==> src/rtl/uart_pkg.sv <==
// Shared definitions for the framed UART transmitter.
//   tx_state_t : frame sequencer states
//   PAR_*      : parity mode constants for the PARITY parameter
//   parity_bit : parity of the low nbits of a payload for a given mode
package uart_pkg;

  typedef enum logic [2:0] {
    ST_IDLE,
    ST_START,
    ST_DATA,
    ST_PARITY,
    ST_STOP
  } tx_state_t;

  localparam int unsigned PAR_NONE = 0;
  localparam int unsigned PAR_ODD  = 1;
  localparam int unsigned PAR_EVEN = 2;

  function automatic logic parity_bit(input logic [7:0] data,
                                      input int unsigned nbits,
                                      input int unsigned mode);
    logic p;
    p = 1'b0;
    for (int unsigned i = 0; i < 8; i++) begin
      if (i < nbits) p = p ^ data[i];
    end
    return (mode == PAR_ODD) ? ~p : p;
  endfunction

endpackage

==> src/rtl/uart_baud_tick.sv <==
// Bit-period counter: counts 0..CLKS_PER_BIT-1 and wraps, pulsing tick_o
// during the last cycle of each bit period.
//   clk   : clock, rising edge
//   clr_i : synchronous clear, holds the count at 0
//   tick_o: high in the final cycle of a bit period
module uart_baud_tick #(
  parameter int unsigned CLKS_PER_BIT = 16
) (
  input  logic clk,
  input  logic clr_i,
  output logic tick_o
);

  localparam int unsigned    CW   = (CLKS_PER_BIT > 1) ? $clog2(CLKS_PER_BIT) : 1;
  localparam logic [CW-1:0]  LAST = CW'(CLKS_PER_BIT - 1);

  logic [CW-1:0] cnt_q;

  assign tick_o = (cnt_q == LAST);

  always_ff @(posedge clk) begin
    if (clr_i || tick_o) cnt_q <= '0;
    else                 cnt_q <= cnt_q + CW'(1);
  end

endmodule

==> src/rtl/uart_tx_framed.sv <==
// Framed UART transmitter: start bit, DATA_BITS payload bits LSB first,
// optional parity bit, STOP_BITS stop bits.
//   clk      : clock, rising edge
//   srst_n   : synchronous active-low reset
//   in_valid : payload offered
//   in_ready : payload accepted this cycle if in_valid is high
//   in_data  : payload
//   tx       : registered serial line, idle high
//   busy     : high while a frame bit is on the line
module uart_tx_framed
  import uart_pkg::*;
#(
  parameter int unsigned CLKS_PER_BIT = 16,
  parameter int unsigned DATA_BITS    = 8,
  parameter int unsigned PARITY       = 0,
  parameter int unsigned STOP_BITS    = 1
) (
  input  logic                 clk,
  input  logic                 srst_n,
  input  logic                 in_valid,
  output logic                 in_ready,
  input  logic [DATA_BITS-1:0] in_data,
  output logic                 tx,
  output logic                 busy
);

  localparam int unsigned    BCW      = $clog2(DATA_BITS);
  localparam logic [BCW-1:0] LAST_BIT = BCW'(DATA_BITS - 1);

  tx_state_t            state_q;
  logic [DATA_BITS-1:0] shift_q;
  logic [BCW-1:0]       bit_q;
  logic                 stop_q;
  logic                 par_q;
  logic                 tx_q;
  logic                 busy_q;
  logic                 rdy_en_q;
  logic                 tick;
  logic                 last_stop;
  logic                 accept;
  logic                 baud_clr;

  // Counter idles at zero so a frame started from IDLE gets a full start
  // bit; back-to-back frames rely on the natural wrap at the last stop tick.
  assign baud_clr = !srst_n || (state_q == ST_IDLE);

  uart_baud_tick #(
    .CLKS_PER_BIT(CLKS_PER_BIT)
  ) u_baud (
    .clk   (clk),
    .clr_i (baud_clr),
    .tick_o(tick)
  );

  assign last_stop = (STOP_BITS == 1) || stop_q;

  // rdy_en_q keeps in_ready low on reset edges and for the cycle after.
  assign in_ready = rdy_en_q &&
                    ((state_q == ST_IDLE) ||
                     ((state_q == ST_STOP) && last_stop && tick));
  assign accept   = in_valid && in_ready;

  assign tx   = tx_q;
  assign busy = busy_q;

  always_ff @(posedge clk) begin
    if (!srst_n) begin
      state_q  <= ST_IDLE;
      shift_q  <= '0;
      bit_q    <= '0;
      stop_q   <= 1'b0;
      par_q    <= 1'b0;
      tx_q     <= 1'b1;
      busy_q   <= 1'b0;
      rdy_en_q <= 1'b0;
    end else begin
      rdy_en_q <= 1'b1;
      if (accept) begin
        state_q <= ST_START;
        shift_q <= in_data;
        par_q   <= parity_bit(8'(in_data), DATA_BITS, PARITY);
        bit_q   <= '0;
        stop_q  <= 1'b0;
        tx_q    <= 1'b0;
        busy_q  <= 1'b1;
      end else if (tick) begin
        unique case (state_q)
          ST_START: begin
            state_q <= ST_DATA;
            tx_q    <= shift_q[0];
            shift_q <= shift_q >> 1;
            bit_q   <= '0;
          end
          ST_DATA: begin
            if (bit_q == LAST_BIT) begin
              if (PARITY != PAR_NONE) begin
                state_q <= ST_PARITY;
                tx_q    <= par_q;
              end else begin
                state_q <= ST_STOP;
                tx_q    <= 1'b1;
                stop_q  <= 1'b0;
              end
            end else begin
              bit_q   <= bit_q + BCW'(1);
              tx_q    <= shift_q[0];
              shift_q <= shift_q >> 1;
            end
          end
          ST_PARITY: begin
            state_q <= ST_STOP;
            tx_q    <= 1'b1;
            stop_q  <= 1'b0;
          end
          ST_STOP: begin
            if (last_stop) begin
              state_q <= ST_IDLE;
              tx_q    <= 1'b1;
              busy_q  <= 1'b0;
            end else begin
              stop_q  <= 1'b1;
            end
          end
          default: ;
        endcase
      end
    end
  end

endmodule

==> config.mk <==
export PLATFORM = sky130hd
export DESIGN_NAME = uart_tx_framed
export DESIGN_NICKNAME = d
export VERILOG_FILES = /design/src/rtl/uart_pkg.sv /design/src/rtl/uart_baud_tick.sv /design/src/rtl/uart_tx_framed.sv
export SDC_FILE = /design/constraint.sdc
export NUM_CORES = 1
export LEC_CHECK = 0
export BUFFER_PORTS_ARGS = -buffer_cell sky130_fd_sc_hd__buf_2
export CAP_MARGIN = 10
export CORE_MARGIN = 4
export CORE_UTILIZATION = 50
export CTS_BUF_LIST = sky130_fd_sc_hd__clkbuf_8
export CTS_CLUSTER_DIAMETER = 60
export DETAILED_ROUTE_END_ITERATION = 6
export PLACE_DENSITY_LB_ADDON = 0.08
export SYNTH_ARGS = -nofsm -noshare
export SYNTH_HDL_FRONTEND = slang
export SYNTH_SLANG_ARGS = --single-unit
==> constraint.sdc <==
create_clock -name clk -period 1.4 [get_ports clk]
set_input_delay 0.21 -clock clk [delete_from_list [all_inputs] [get_ports clk]]
set_output_delay 0.21 -clock clk [all_outputs]
set_load 0.02 [all_outputs]
==> results.sh, run 1 <==
export IMPL_slew_headroom_pct=78.9
export IMPL_syn_avg_cell_area_um2=8.68
export IMPL_drt_initial_drc_count=15
export IMPL_max_cap_viol_count=0
export IMPL_via_per_inst=5.30
export IMPL_syn_area_um2=972
export IMPL_cp_required_ns=1.58
export IMPL_setup_violations_final=12
export IMPL_hold_viol_final=0
export IMPL_final_util_pct=82.2
export IMPL_root_buffer="clkbuf_8"
export IMPL_die_y_um=52.1
export IMPL_drive_gt1_share_pct=48.7
export IMPL_crit_start="bit_q[1]$_SDFFE_PP0P_"
export IMPL_crit_path_max_incr_delay_ns=0.34
export IMPL_finalCritPeriodShare_pct=106
export IMPL_cp_end_kind="flip-flop"
export IMPL_dieArea_um2=2710
export IMPL_start_util_pct=54.5
export IMPL_synthTopCellsByArea="dfxtp_1 43%, nand2_1 7.7%, o21ai_0 4.6%"
export IMPL_crit_family="flip-flops"
export IMPL_worstSetupPathType="flip-flop to flip-flop"
export IMPL_violations="negative setup slack"
export IMPL_place_congestion=0.748
export IMPL_hpwlAfterDp_mm=1.37
export IMPL_hold_path_end="shift_q[3]$_SDFFE_PN0P_"
export IMPL_core_rowCount=15
export IMPL_io_pins=14
export IMPL_min_delay_path_depth=3
export IMPL_clock_fmax_mhz=672
export IMPL_core_area_um2=1780
export IMPL_rsz0062_at_grt="yes"
export IMPL_drc=0
export IMPL_cp_data_arrival_time_ns=1.67
export IMPL_hold_class="primary input to flip-flop"
export IMPL_antenna_found_initial=0
export IMPL_num_antenna_cells=0
export IMPL_track_usage_pct=17.4
export IMPL_critPathSlowestCell="dfxtp_2"
export IMPL_cp_start_kind="flip-flop"
export IMPL_r2r_start="bit_q[1]$_SDFFE_PP0P_"
export IMPL_p_leak_uw=0.000594
export IMPL_clockBufferDepth=2
export IMPL_dr_total_vias=928
export IMPL_cp_num_buf_inv=1
export IMPL_grt_pass1_wl_mm=3.57
export IMPL_crit_top_cell="ha_4"
export IMPL_cts_max_level=1
export IMPL_report_final_slew_viol_count=0
export IMPL_cts_sinks=21
export IMPL_worst_pin_slew_ns=0.317
export IMPL_hold_buffers=0
export IMPL_design_area_um2=1470
export IMPL_nets=165
export IMPL_final_cells=175
export IMPL_cts_tree="yes"
export IMPL_areaGrowthSynthToFinish_pct=50.7
export IMPL_antenna_left=0
export IMPL_numCtsBuffers=3
export IMPL_synth_seq_cells=21
export IMPL_fin_worst_skew_ns=0.00275
export IMPL_cp_cell_sequence="ha_4, ha_4, nor3b_4, o21a_2, clkbuf_16, nand3b_1, a21oi_1"
export IMPL_totalPowerFinal_uw=1190
export IMPL_drtPass1Iterations=5
export IMPL_syn_nets=126
export IMPL_dpl_cell_area_um2=1150
export IMPL_fin_ws_ns=-0.0888
export IMPL_synth_top_area_share_pct=43.2
export IMPL_r2r_slack_ns=-0.09
export IMPL_reg2reg_to="bit_q[0]$_SDFFE_PP0P_"
export IMPL_yosysTopAreaCell="dfxtp_1"
export IMPL_grt_ovfl_total=0
export IMPL_synth_seq_area_share_pct=43.2
export IMPL_power_density_nw_per_um2=811
export IMPL_die_w_um=52.1
export IMPL_outcome="finished, violations left"
export IMPL_fin_crit_ns=1.49
export IMPL_grt_start_max_net_pins=16
export IMPL_worstPathMaxFanout=5
export IMPL_vdd_drop_max_mv=0.644
export IMPL_path_clk_slew_ns=0.07
export IMPL_dp_cells=157
export IMPL_routed_wirelength_mm=2.27
export IMPL_wire_per_inst_um=13.0
export IMPL_min_from="in_data[3]"
export IMPL_portBuffers=13
export IMPL_netlist_instances=112
export IMPL_clkLatencyLatePin_ns=0.25
export IMPL_worstRegToRegCells=7
export IMPL_synthDistinctLibCells=32
export IMPL_yosys_warnings=0
export IMPL_grt_pass1_vias=838
==> area by class of cell <==
| cell class | instances | area (µm²) |
|---|---|---|
| flip-flops and latches | 21 | 427 |
| inverters | 3 | 11.3 |
| multi-input cells | 80 | 609 |
| well taps | 25 | 31.3 |
| clock inverters | 1 | 3.75 |
| clock buffers | 3 | 41.3 |
| fillers | 107 | 318 |
| repair buffers | 42 | 342 |
==> routing by layer <==
metal	vias to the layer above	routed length [µm]	GRT usage [%]
met5	-	0	0
met4	0	29	6.11
met3	4	71	2.87
met2	19	1090	27.0
met1	437	1090	24.2
li1	468	-	-
==> worst reg2reg max path: cells and delay by family, from the launching register on <==
family	cells	cell delay, ns
AOI/OAI and AO/OA	2	0.34
DFF	1	0.34
buffers and inverters	1	0.15
adders and majority gates	2	0.32
and+or+nand+nor	2	0.27
==> through the flow <==
step                setup slack, ns  TNS, ns  hold WS (ns)
finish                      -0.0888   -0.756         0.244
global route                 -0.147    -1.70         0.246
CTS                         -0.0707   -0.409         0.220
detailed placement           -0.138    -1.23         0.408
global placement            -0.0942   -0.800         0.402
floorplan                  0.000721        0         0.238
==> sequential cells by signal, summed over array words and instances, names as in the netlist <==
register	count
tx	1
u_baud.cnt_q	4
busy	1
bit_q	3
shift_q	8
state_q	3
rdy_en_q	1
==> synth_stat cells (all sizes together) <==
| library cell | count |
|---|---|
| dfxtp | 21 |
| nand2 | 20 |
| o21ai | 12 |
| a31oi | 7 |
| buf | 7 |
| nor2 | 7 |
| a21oi | 6 |
| nand3 | 5 |
| ha | 3 |
| inv | 3 |
| a21boi | 2 |
| and3 | 2 |
| nor3b | 2 |
| o21a | 2 |
| xor2 | 2 |
| a22oi | 1 |
| and4b | 1 |
| clkbuf | 1 |
| nand3b | 1 |
| nor2b | 1 |
| nor3 | 1 |
| o2111ai | 1 |
| o22a | 1 |
| o311a | 1 |
| o311ai | 1 |
| xnor2 | 1 |
==> power by group <==
group          internal [µW]  leakage, µW  switching, µW  total (µW)
combinational           84.8     0.000393           79.9         165
sequential               624     0.000174           16.2         640
clock                    195    0.0000269            189         384
==> layout by cell type, fill, tap and decap left out, types with 2 or more instances in the layout <==
cell,n
buf_4,21
nand2_1,16
dfxtp_1,16
buf_2,12
a31oi_1,7
buf_6,7
nor2_1,6
a21oi_1,5
dfxtp_2,5
nand3_1,4
inv_1,4
o21ai_1,4
o21ai_0,4
nand2_2,3
o21ai_2,3
ha_4,3
clkbuf_8,3
xor2_1,2
a21boi_1,2
==> cell families after synthesis <==
group / share of synthesized area, %
AOI/OAI and AO/OA: 22.0
buffers and inverters: 7.59
and+or+nand+nor: 20.6
xor gates and xnor gates: 2.70
DFF: 43.2
adders and majority gates: 3.86
==> worst max-delay path by stage <==
stage               cells past startpoint  slack, ns                 endpoint
floorplan                               6     0.0007  shift_q[7]$_SDFFE_PN0P_
global placement                        7      -0.09  shift_q[6]$_SDFFE_PN0P_
detailed placement                      7      -0.14  shift_q[6]$_SDFFE_PN0P_
global route                            7      -0.15  shift_q[6]$_SDFFE_PN0P_
finish                                  7      -0.09    bit_q[0]$_SDFFE_PP0P_
CTS                                     7      -0.07  shift_q[7]$_SDFFE_PN0P_
==> repair_timing <==
action,4_1_cts,5_1_grt
gates resized for setup,24,15
pin swaps,9,10
setup buffers,9,4
endpoints found under the setup margin,13,16
cloned,0,1
Power figures use the tool's default switching activity.
==> run 2, diff against run 1 <==
--- a/config.mk
+++ b/config.mk
@@ -5,6 +5,7 @@
 export SDC_FILE = /design/constraint.sdc
 export NUM_CORES = 1
 export LEC_CHECK = 0
+export ABC_AREA = 1
 export BUFFER_PORTS_ARGS = -buffer_cell sky130_fd_sc_hd__buf_2
 export CAP_MARGIN = 10
 export CORE_MARGIN = 4
==> run 2 against run 1 <==
The run still ends with negative setup slack left. Register-to-register slack better by 0.04 ns. Cell count is 20% higher. Worst hold slack worse by 0.11 ns. Highest routed layer unchanged. Fmax is 2.6% lower. Non-clock buffer count is 5 lower. Via count is 18% higher. Synthesized area is 10% higher. Global-route usage is 3.4 points higher. Critical path depth stayed put. Utilization is 9.4 points lower.
==> results.sh, run 2 <==
export IMPL_outcome="finished, violations left"
export IMPL_violations="negative setup slack"
export IMPL_die_w_um=54.3
export IMPL_wire_per_inst_um=12.5
export IMPL_regArea_um2=425
export IMPL_worstSetupPathType="flip-flop to output pin"
export IMPL_final_common_cell="nand2_1"
export IMPL_finalCritPeriodShare_pct=109
export IMPL_num_antenna_cells=0
export IMPL_ys_flop_type="dfxtp_1"
export IMPL_cp_end_kind="output pin"
export IMPL_drc=0
export IMPL_worstPathMaxFanout=2
export IMPL_grt_start_max_net_pins=14
export IMPL_netlist_instances=148
export IMPL_grt_pass1_vias=1063
export IMPL_path_clk_slew_ns=0.08
export IMPL_crit_family="flip-flops"
export IMPL_root_buffer="clkbuf_8"
export IMPL_start_util_pct=53.6
export IMPL_p_leak_uw=0.000654
export IMPL_synthTopCellsByArea="dfxtp_1 39%, nand2_1 11%, nand3_1 8.9%"
export IMPL_place_congestion=0.805
export IMPL_clockBufferDepth=2
export IMPL_hold_class="primary input to flip-flop"
export IMPL_hold_buffers=0
export IMPL_cp_data_arrival_time_ns=1.32
export IMPL_regMostFlops="shift_q"
export IMPL_areaGrowthSynthToFinish_pct=35.9
export IMPL_routed_top_layer="met4"
export IMPL_fin_ws_ns=-0.129
export IMPL_grt_ovfl_total=0
export IMPL_hpwlAfterDp_mm=1.91
export IMPL_routed_wirelength_mm=2.64
export IMPL_slew_headroom_pct=75.0
export IMPL_syn_nets=162
export IMPL_syn_avg_cell_area_um2=7.25
export IMPL_die_y_um=54.3
export IMPL_grt_pass1_wl_mm=4.48
export IMPL_rsz0062_at_grt="yes"
export IMPL_dr_wl_met3_um=109
export IMPL_met1_length_mm=1.09
export IMPL_place_ws_ns=-0.0200
export IMPL_fin_worst_skew_ns=0.00155
export IMPL_yosysTopAreaCell="dfxtp_1"
export IMPL_io_pins=14
export IMPL_numCtsBuffers=3
export IMPL_totalPowerFinal_uw=1200
export IMPL_clkLatencyLatePin_ns=0.25
export IMPL_report_final_slew_viol_count=0
export IMPL_synth_top_area_share_pct=39.2
export IMPL_final_util_pct=72.8
export IMPL_synth_seq_cells=21
export IMPL_drt_initial_drc_count=22
export IMPL_portBuffers=13
export IMPL_cts_sinks=21
export IMPL_reg_largest_list="shift_q x8, u_baud.cnt_q x4"
export IMPL_cp_cell_sequence="ha_4, nand3_4, a21oi_4, buf_6, nand2_2, inv_2, buf_6"
export IMPL_via_per_inst=5.23
export IMPL_timing_hold_ws_ns=0.134
export IMPL_track_usage_pct=20.8
export IMPL_antenna_found_initial=0
export IMPL_core_rowCount=16
export IMPL_setup_violations_final=14
export IMPL_multi_input_area_um2=611
export IMPL_final_cell_mix="29 x nand2_1, 19 x nand3_1, 19 x buf_4"
export IMPL_cts_tree="yes"
export IMPL_syn_area_um2=1070
export IMPL_max_cap_viol_count=0
export IMPL_clock_fmax_mhz=654
export IMPL_synth_seq_area_share_pct=39.2
export IMPL_fin_crit_ns=1.53
export IMPL_dr_total_vias=1099
export IMPL_wl_met2_mm=1.40
export IMPL_synthDistinctLibCells=25
export IMPL_cp_start_kind="flip-flop"
export IMPL_drive_gt1_share_pct=35.5
export IMPL_cts_max_level=1
export IMPL_cp_required_ns=1.19
export IMPL_vdd_drop_max_mv=0.610
export IMPL_drtPass1Iterations=4
export IMPL_hold_viol_final=0
export IMPL_dieArea_um2=2950
export IMPL_synth_edf_count=0
export IMPL_power_density_nw_per_um2=825
export IMPL_worst_pin_slew_ns=0.373
export IMPL_crit_top_cell="buf_6"
export IMPL_critPathSlowestCell="dfxtp_2"
export IMPL_synth_most_common_cell="nand2_1"
export IMPL_yosys_warnings=0
export IMPL_num_fill_cells=175
export IMPL_antenna_left=0
export IMPL_nets=198
export IMPL_async_flop_share_pct=0
export IMPL_crit_path_max_incr_delay_ns=0.36
export IMPL_largest_reg_flops=8
export IMPL_finalSetupTns_ns=-0.563
export IMPL_core_area_um2=2000
export IMPL_cp_num_buf_inv=3
export IMPL_synth_common_cells="32 x nand2_1, 21 x dfxtp_1, 19 x nand3_1"
==> run 2: path summary, 6_finish.rpt <==
check / start / end / slack (ns) / depth (start not counted)
setup / recovery: u_baud.cnt_q[0]$_SDFF_PP0_ / in_ready / -0.13 / 7
hold / removal: srst_n / rdy_en_q$_DFF_P_ / 0.13 / 1
setup reg to reg: u_baud.cnt_q[0]$_SDFF_PP0_ / state_q[2]$_SDFFE_PP0P_ / -0.05 / 9
hold reg to reg: state_q[0]$_SDFFE_PN0P_ / state_q[0]$_SDFFE_PN0P_ / 0.47 / 2
==> run 2: cell families after synthesis <==
| group | count (synthesis) | share of synthesized area [%] |
|---|---|---|
| xor gates and xnor gates | 2 | 1.63 |
| AOI/OAI and AO/OA | 23 | 12.7 |
| DFF | 21 | 39.2 |
| adders and majority gates | 3 | 3.50 |
| buffers and inverters | 23 | 9.68 |
| and+or+nand+nor | 76 | 33.3 |
==> run 2: report_power, final <==
part,switching (µW),internal [µW],total [µW]
clock network,196,195,391
registers,16.2,623,639
logic,94.5,78.6,173
==> run 2: layer usage <==
layer | GRT usage (%) | up-vias
li1 | - | 560
met1 | 24.1 | 508
met2 | 37.8 | 27
met3 | 2.72 | 4
met4 | 8.71 | 0
met5 | 0 | -
==> run 2: final cells by class <==
type	count	area share, %
Clock buffer	3	2.83
Tap cell	27	2.32
Sequential cell	21	29.2
Timing Repair Buffer	37	19.1
Inverter	17	4.38
Multi-Input combinational cell	104	41.9
Clock inverter	1	0.258
==> run 2: what timing repair did <==
| action | 4_1_cts | 5_1_grt |
|---|---|---|
| gates resized for setup | 18 | 8 |
| pin swaps | 4 | 3 |
| setup endpoints to repair | 13 | 17 |
| setup buffers | 3 | 2 |
| hold endpoints to repair | 0 | 0 |
| gates cloned | 2 | 0 |
==> run 2: worst reg2reg max path, cell delays in order, from the launching register on <==
cell and delay (ns):
dfxtp_2 0.36, ha_4 0.15, nand3_4 0.08, buf_4 0.16, buf_4 0.14, nor2_4 0.11
nor2_2 0.07, nor2_1 0.13, nand2_1 0.08, a21oi_2 0.11
==> run 2: metrics by stage <==
step                instances  cell area (µm²)
detailed placement        199             1290
floorplan                 148             1090
global route              210             1460
finish                    210             1460
CTS                       208             1420
global placement          199             1290
